[config.mk]
export PLATFORM = sky130hd
export DESIGN_NAME = alu_op_sequencer
export DESIGN_NICKNAME = d
export VERILOG_FILES = /design/src/rtl/alu_op_sequencer.sv
export SDC_FILE = /design/constraint.sdc
export NUM_CORES = 1
export LEC_CHECK = 0
export CORE_MARGIN = 2
export CORE_UTILIZATION = 50
export CTS_CLUSTER_SIZE = 14
export DETAILED_ROUTE_END_ITERATION = 16
export PLACE_DENSITY_LB_ADDON = 0.05
export SYNTH_ARGS = -nofsm -noshare
export SYNTH_HDL_FRONTEND = slang
export SYNTH_SLANG_ARGS = --single-unit
[constraint.sdc]
create_clock -name clk -period 3.1 [get_ports clk]
set_input_delay 0.93 -clock clk [delete_from_list [all_inputs] [get_ports clk]]
set_output_delay 0.93 -clock clk [all_outputs]
set_load 0.1 [all_outputs]
[src/rtl/alu_op_sequencer.sv]
// Control sequencer for the 64-bit ALU: decodes opcodes into ALU control words,
// keeps the architectural Z/C/V/N flag register and runs shift-add multiplies.
module alu_op_sequencer #(
  parameter int DATA_W    = 64,
  parameter int MUL_ITERS = DATA_W
) (
  input  logic              clk,
  input  logic              reset,
  input  logic              req_valid,
  output logic              req_ready,
  input  logic [3:0]        req_op,
  input  logic [DATA_W-1:0] req_a,
  input  logic [DATA_W-1:0] req_b,
  output logic              rsp_valid,
  input  logic              rsp_ready,
  output logic [DATA_W-1:0] rsp_result,
  output logic [3:0]        rsp_flags,
  output logic              rsp_err,
  output logic [DATA_W-1:0] alu_a,
  output logic [DATA_W-1:0] alu_b,
  output logic              alu_cin,
  output logic [4:0]        alu_sel,
  input  logic [DATA_W-1:0] alu_out,
  input  logic [3:0]        alu_status
);

  // state | meaning
  // IDLE  | req_ready high, waiting for a request
  // EXEC  | single-cycle ALU op, result captured at cycle end
  // MUL   | MUL_ITERS shift-add iterations through the ALU adder
  // RESP  | response held until rsp_ready
  typedef enum logic [1:0] {
    S_IDLE = 2'd0,
    S_EXEC = 2'd1,
    S_MUL  = 2'd2,
    S_RESP = 2'd3
  } state_t;

  localparam int CNT_W = (MUL_ITERS > 1) ? $clog2(MUL_ITERS) : 1;
  localparam logic [CNT_W-1:0] CNT_LOAD = CNT_W'(MUL_ITERS - 1);

  localparam logic [3:0] OP_AND  = 4'h0;
  localparam logic [3:0] OP_OR   = 4'h1;
  localparam logic [3:0] OP_XOR  = 4'h2;
  localparam logic [3:0] OP_ADD  = 4'h3;
  localparam logic [3:0] OP_SUB  = 4'h4;
  localparam logic [3:0] OP_ADC  = 4'h5;
  localparam logic [3:0] OP_SBC  = 4'h6;
  localparam logic [3:0] OP_CMP  = 4'h7;
  localparam logic [3:0] OP_LSL  = 4'h8;
  localparam logic [3:0] OP_LSR  = 4'h9;
  localparam logic [3:0] OP_NOR  = 4'hA;
  localparam logic [3:0] OP_NAND = 4'hB;
  localparam logic [3:0] OP_MUL  = 4'hC;

  localparam logic [4:0] SEL_ADD = 5'b10000;
  localparam logic [4:0] SEL_SUB = 5'b10010;

  state_t            state_q;
  logic [3:0]        op_q;
  logic [DATA_W-1:0] a_q;
  logic [DATA_W-1:0] b_q;
  logic [DATA_W-1:0] acc_q;
  logic [DATA_W-1:0] mcand_q;
  logic [DATA_W-1:0] mplier_q;
  logic [CNT_W-1:0]  cnt_q;
  logic [3:0]        flags_q;
  logic [DATA_W-1:0] rsp_result_q;
  logic              rsp_err_q;

  logic [4:0]        dec_sel;
  logic              dec_cin;
  logic              dec_arith;
  logic              dec_err;
  logic [3:0]        flags_d;
  logic [DATA_W-1:0] result_d;
  logic [DATA_W-1:0] acc_d;
  logic [3:0]        mul_flags_d;

  always_comb begin
    dec_sel   = 5'b00000;
    dec_cin   = 1'b0;
    dec_arith = 1'b0;
    dec_err   = 1'b0;
    case (op_q)
      OP_AND:  dec_sel = 5'b01000;
      OP_OR:   dec_sel = 5'b00100;
      OP_XOR:  dec_sel = 5'b01100;
      OP_ADD: begin
        dec_sel   = SEL_ADD;
        dec_arith = 1'b1;
      end
      OP_ADC: begin
        dec_sel   = SEL_ADD;
        dec_cin   = flags_q[1];
        dec_arith = 1'b1;
      end
      OP_SUB, OP_CMP: begin
        dec_sel   = SEL_SUB;
        dec_cin   = 1'b1;
        dec_arith = 1'b1;
      end
      OP_SBC: begin
        dec_sel   = SEL_SUB;
        dec_cin   = flags_q[1];
        dec_arith = 1'b1;
      end
      OP_LSL:  dec_sel = 5'b11000;
      OP_LSR:  dec_sel = 5'b10100;
      OP_NOR:  dec_sel = 5'b01011;
      OP_NAND: dec_sel = 5'b00111;
      default: dec_err = 1'b1;
    endcase
  end

  // The ALU sees quiet zeros except while an op is actually using it.
  always_comb begin
    alu_a   = '0;
    alu_b   = '0;
    alu_cin = 1'b0;
    alu_sel = 5'b00000;
    case (state_q)
      S_EXEC: begin
        if (!dec_err) begin
          alu_a   = a_q;
          alu_b   = b_q;
          alu_cin = dec_cin;
          alu_sel = dec_sel;
        end
      end
      S_MUL: begin
        alu_a   = acc_q;
        alu_b   = mcand_q;
        alu_sel = SEL_ADD;
      end
      default: ;
    endcase
  end

  always_comb begin
    flags_d  = flags_q;
    result_d = alu_out;
    if (dec_err) begin
      result_d = '0;
    end else begin
      flags_d[0] = alu_status[0];
      flags_d[3] = alu_status[3];
      if (dec_arith) begin
        flags_d[1] = alu_status[1];
        flags_d[2] = alu_status[2];
      end
      if (op_q == OP_CMP) result_d = '0;
    end
  end

  assign acc_d       = mplier_q[0] ? alu_out : acc_q;
  assign mul_flags_d = {acc_d[DATA_W-1], 1'b0, 1'b0, (acc_d == '0)};

  always_ff @(posedge clk) begin
    if (reset) begin
      state_q      <= S_IDLE;
      op_q         <= 4'h0;
      a_q          <= '0;
      b_q          <= '0;
      acc_q        <= '0;
      mcand_q      <= '0;
      mplier_q     <= '0;
      cnt_q        <= '0;
      flags_q      <= 4'h0;
      rsp_result_q <= '0;
      rsp_err_q    <= 1'b0;
    end else begin
      case (state_q)
        S_IDLE: begin
          if (req_valid) begin
            op_q     <= req_op;
            a_q      <= req_a;
            b_q      <= req_b;
            acc_q    <= '0;
            mcand_q  <= req_a;
            mplier_q <= req_b;
            cnt_q    <= CNT_LOAD;
            state_q  <= (req_op == OP_MUL) ? S_MUL : S_EXEC;
          end
        end
        S_EXEC: begin
          rsp_result_q <= result_d;
          rsp_err_q    <= dec_err;
          flags_q      <= flags_d;
          state_q      <= S_RESP;
        end
        S_MUL: begin
          acc_q    <= acc_d;
          mcand_q  <= mcand_q << 1;
          mplier_q <= mplier_q >> 1;
          if (cnt_q == '0) begin
            rsp_result_q <= acc_d;
            rsp_err_q    <= 1'b0;
            flags_q      <= mul_flags_d;
            state_q      <= S_RESP;
          end else begin
            cnt_q <= cnt_q - 1'b1;
          end
        end
        S_RESP: begin
          if (rsp_ready) state_q <= S_IDLE;
        end
        default: state_q <= S_IDLE;
      endcase
    end
  end

  assign req_ready  = (state_q == S_IDLE);
  assign rsp_valid  = (state_q == S_RESP);
  assign rsp_result = rsp_result_q;
  assign rsp_flags  = flags_q;
  assign rsp_err    = rsp_err_q;

endmodule
---- Word-level counts from Yosys, hierarchy flattened ----
Cells that the tools add are included.
word-level totals
  flip-flop bits (word level) ............. 401
  input port bits ......................... 204
  output and inout port bits .............. 205
  logic and storage cells ................. 90
cells by class
  $add $sub $neg .......................... 1
  equal/unequal tests ..................... 21
  mux-type cells .......................... 37
  reductions and logical operators ........ 19
operators with widths
  cell                                                  number
  one-hot mux 64 bit (2 select lines)                   6
  2-to-1 mux 64 bit                                     9
  logical NOT 64 bit                                    1
  one-hot mux 5 bit (9 select lines)                    1
  equality test 4 bit (second input constant)           5
  equality test 4 x 3 -> 1 bit (second input constant)  4
  2-to-1 mux 6 bit                                      2
  one-hot mux 6 bit (2 select lines)                    1
  OR reduction 12 bit                                   1
  2-to-1 mux 2 bit                                      5
  inequality test 2 bit (second input constant)         5
  one-hot mux 5 bit (2 select lines)                    1
  AND reduction 3 bit                                   3
  equality test 4 x 2 -> 1 bit (second input constant)  2
  2-to-1 mux 4 bit                                      2
  one-hot mux 2 bit (4 select lines)                    1
  one-hot mux 4 bit (2 select lines)                    1
  logical NOT 6 bit                                     1
  AND reduction 2 bit                                   3
  OR reduction 2 bit                                    3
  subtractor 6 x 1 -> 6 bit (second input constant)     1
  2-to-1 mux 1 bit                                      5
  2-to-1 mux 5 bit                                      1
  OR reduction 5 bit                                    1
  10 further kinds                                      13

---- Longest topological paths before layout ----
  depth in word-level cells ............... 6
  depth in mapped cells ................... 9
  gate-level depth less buffers ........... 7

---- Worst setup path before layout ----
OpenSTA, ideal clock, no wires.
  path type ............................... flip-flop to output port
  start point ............................. register flags_q[1], in the netlist rsp_flags[1]
  end point ............................... output port alu_cin
  arrival time ............................ 3167 ps
  required time ........................... 2170 ps
  path slack .............................. -997 ps
  stages on the path, launching flop included .. 3
  path buffers ............................ 0
  path through ............................ dfxtp_1 -> nor2_1 -> nor3_1
on the way
  longest elaborated chain between the ends .. 3
RTL lines
  what                                line  RTL
  from (decl)                         67    logic [3:0] flags_q;
  from (signal assigned)              189   flags_q <= flags_d;
  from (signal assigned)              199   flags_q <= mul_flags_d;
  one-hot mux 1 bit (2 select lines)  85    case (op_q)
  2-to-1 mux 1 bit                    124   if (!dec_err) begin
  2-to-1 mux 1 bit                    122   case (state_q)
  to (decl)                           21    output logic alu_cin,
Every way passes these cells.

---- Worst setup path in the final report ----
  start point ............................. register state_q[1]
  end point ............................... output port alu_a[37]
on the way
  longest elaborated chain between the ends .. 2
  elaborated cells on any way between the ends .. 3
  classes of those cells .................. 2 x eq/ne; 1 x mux
RTL lines
  what                                                                 line  RTL
  from (decl)                                                          59    state_t state_q;
  from (signal assigned)                                               183   state_q <= (req_op == OP_MUL) ? S_MUL : S_EXEC;
  equality test 2 bit or equality test 2 x 1 -> 1 bit (tied branches)  122
  one-hot mux 64 bit (2 select lines) *                                122
  to (decl)                                                            19    output logic [DATA_W-1:0] alu_a,
Every way passes the cells marked *; elsewhere a longest branch is shown, timed or not.

==> results.yml <==
status:
  failed_checks: "setup timing"
  status: "complete, but fails checks"
timing:
  fin_ws_ps: -79.9
  slew_headroom_pct: 26.5
  setup_viol: 65
  drv_slew: 0
  holdWs_ps: 455
  finalHoldViolCount: 0
  rsz0062_at_grt: "yes"
  worst_slew_pin_slew_ps: 1100
  fmax_mhz: 314
  period_needed_ps: 3180
  finalCritPeriodShare_pct: 103
  finalClockSkew_ps: 17.8
clocking:
  hold_buffers: 0
  cts_sinks: 401
  cts_buffers: 43
  cts-root-buf: "clkbuf_16"
  cts_tree: "built"
  clk_latency_ps: 580
  cts_max_path_buffers: 3
  h-tree-depth: 2
  cts.clk_slew.worst_paths_ps: 60
synthesis:
  synthArstFlopShare_pct: 0
  synth_nets: 2454
  ys_seq_area_share_pct: 43.9
  synth_cells: 2243
  ys_warn_count: 0
  synthDistinctLibCells: 41
  syn_avg_cell_area_sq_um: 8.15
  synth-main-ff-cell: "dfxtp_1"
  synth_edf_count: 0
  syn_area_sq_um: 18300
  synth_seq_cells: 401
worst_setup_path:
  reg2reg_from: "state_q[1]$_SDFFE_PP0P_"
  critPathTopFamily: "buffers and inverters"
  cp_slowest_cell: "dfxtp_4"
  worstPathMaxFanout: 7
  required_ps: 2170
  endpoint_kind: "primary output"
  crit_path_start: "state_q[1]$_SDFFE_PP0P_"
  cp.buffers_inverters: 6
  crit_top_cell: "buf_12"
  max_stage_delay_ps: 360
  critPathLaunchType: "flop"
  crit_chain: "inv_4 > ha_4 > a21boi_4 > buf_12 > buf_8 > buf_12 > buf_16 > a22oi_2 > nor2_4 > buf_12"
  cp.arrival_ps: 2250
  crit_type: "flop to primary output"
place:
  placed_cells: 2957
  place.gp.congestion: 0.887
  portBuffers: 408
  dpl.hpwl_mm: 43.0
routing:
  ant_nets: 0
  drc_errors: 0
  wl_mm: 66.1
  drt_iter0_markers: 1506
  dr.pass1.iters: 6
  num_vias: 18300
  wl_per_cell_um: 21.4
  post_drt_via_cell_ratio: 5.94
pwr:
  p_per_area_nw_per_um2: 747
  p_leak_nw: 9.36
  peakVddDrop_uv: 439
floorplan:
  die_h_um: 195
  die_x_um: 195
  coreArea_sq_um: 36300
  rows: 70
  die_area_sq_um: 38100
  initial_core_util_pct: 50.3
  io_pins: 409
global_routing:
  grt_util_all_layers_pct: 33.3
  grt_pass1_wl_mm: 100
  grt_max_degree: 145
  grt-ovfl-total: 0
  antenna_found_initial: 11
  grt_pass1_vias: 17300
hold_path:
  hp-class: "flop to flop"
  min_from: "a_q[46]$_SDFFE_PP0P_"
final_layout:
  area_delta_synth_final_pct: 51.4
  layout-drive-gt1-share_pct: 24.2
  finalNetCount: 2785
  fillerInstances: 2572
  final_cells: 3084
flow_run:
  drv_cap: 0
-- Yosys cell counts, types with 3 or more instances --
cell type | number | area [sq um]
buf_4 | 6 | 45.0
nor3_1 | 6 | 30.0
mux2i_1 | 192 | 1920
inv_1 | 10 | 37.5
buf_2 | 73 | 365
nand4_1 | 10 | 62.6
nand2_1 | 272 | 1020
nor2_1 | 462 | 1730
ha_1 | 7 | 87.6
a311oi_1 | 3 | 26.3
a22oi_1 | 194 | 1460
or4_1 | 3 | 22.5
nor4_1 | 28 | 175
a211oi_1 | 190 | 1430
clkbuf_1 | 128 | 480
o22ai_1 | 3 | 18.8
o21ai_0 | 7 | 35.0
buf_1 | 4 | 15.0
nand3_1 | 8 | 40.0
dfxtp_1 | 401 | 8030
a21oi_1 | 208 | 1040
-- final cells by class --
type | count | area (sq um) | share of cell area, %
timing repair buffer | 496 | 6720 | 24.3
clock buffer | 66 | 1330 | 4.79
antenna | 9 | 22.5 | 0.0814
multi-input combinational | 1620 | 10800 | 39.0
tap | 468 | 586 | 2.12
clock inverter | 12 | 138 | 0.497
sequential | 401 | 8040 | 29.0
timing repair inverter | 1 | 8.76 | 0.0316
inverter | 11 | 60.1 | 0.217
-- logic make-up after synthesis --
kind of cell	count (synthesis)	synth area share, %
buf+inv	222	5.18
mux	192	10.5
fa+ha+maj	7	0.479
simple gates	799	17.3
flops	401	43.9
xor+xnor	4	0.192
compound gates	618	22.4
-- flip-flops by register name, summed over array words and instances (netlist names) --
register,flops
mcand_q,64
state_q,2
a_q,64
cnt_q,6
rsp_result,64
op_q,4
rsp_flags,4
b_q,64
mplier_q,64
rsp_err,1
acc_q,64
-- metrics by stage --
stage	power (mW)	cell area, sq um	worst slack (ps)	setup TNS, ps	util, %
global placement	14.1	24700	89.7	0	68.0
CTS	20.6	27600	-91.0	-2760	75.9
finish	20.7	27700	-79.9	-1660	76.2
detailed placement	14.2	24700	12.7	0	68.0
floorplan	12.1	19000	-607	-18890	-
global route	21.4	27700	-126	-6210	76.2
-- worst register-to-register path, stage by stage, from the launching register on --
cell     delay (ps)
dfxtp_4         350
inv_4            80
buf_12          100
ha_1            330
and2_4          210
a21oi_1          80
nor3_4          860
buf_12          260
a22oi_1         110
nor2_1          130
-- power breakdown --
| part | internal [mW] | switching [mW] | leakage (nW) |
|---|---|---|---|
| logic | 2.85 | 5.89 | 5.33 |
| registers | 5.98 | 0.606 | 3.30 |
| clock network | 3.19 | 2.16 | 0.725 |
-- routing by layer --
metal	global-route usage [%]	share of wire, %	vias to the layer above
met1	45.3	42	8695
met5	0	0.044	-
met2	51.8	46	857
met4	13.6	4.1	4
li1	-	-	8635
met3	6.58	7.9	137
-- cell usage in the layout, fill, tap and decap left out, types with 8 or more instances in the layout --
cell type,n
dfxtp_1,398
nor2_1,334
nand2_1,271
a21oi_1,207
clkdlybuf4s50_1,202
mux2i_1,192
a211oi_1,190
buf_12,167
a22oi_2,119
buf_4,103
nor2_4,90
a22oi_1,75
clkbuf_16,49
nor2_2,38
nor4_1,28
buf_16,14
clkbuf_8,12
nand4_1,10
diode_2,9
clkbuf_1,9
nand3_1,8
clkinv_2,8
-- timing repair --
item / CTS / global route
setup buffers: 23 / 5
gates cloned: 16 / 4
pin swaps: 26 / 43
setup endpoints to repair: 130 / 132
resized for setup: 167 / 24
-- final timing paths --
path         slack (ps)  cells past startpoint                     to
min reg2reg         460                      2   a_q[46]$_SDFFE_PP0P_
min                 460                      2   a_q[46]$_SDFFE_PP0P_
max reg2reg         520                      9  acc_q[3]$_SDFFE_PP0P_
max                 -80                     10              alu_a[37]
(Power assumes the default switching activity.)
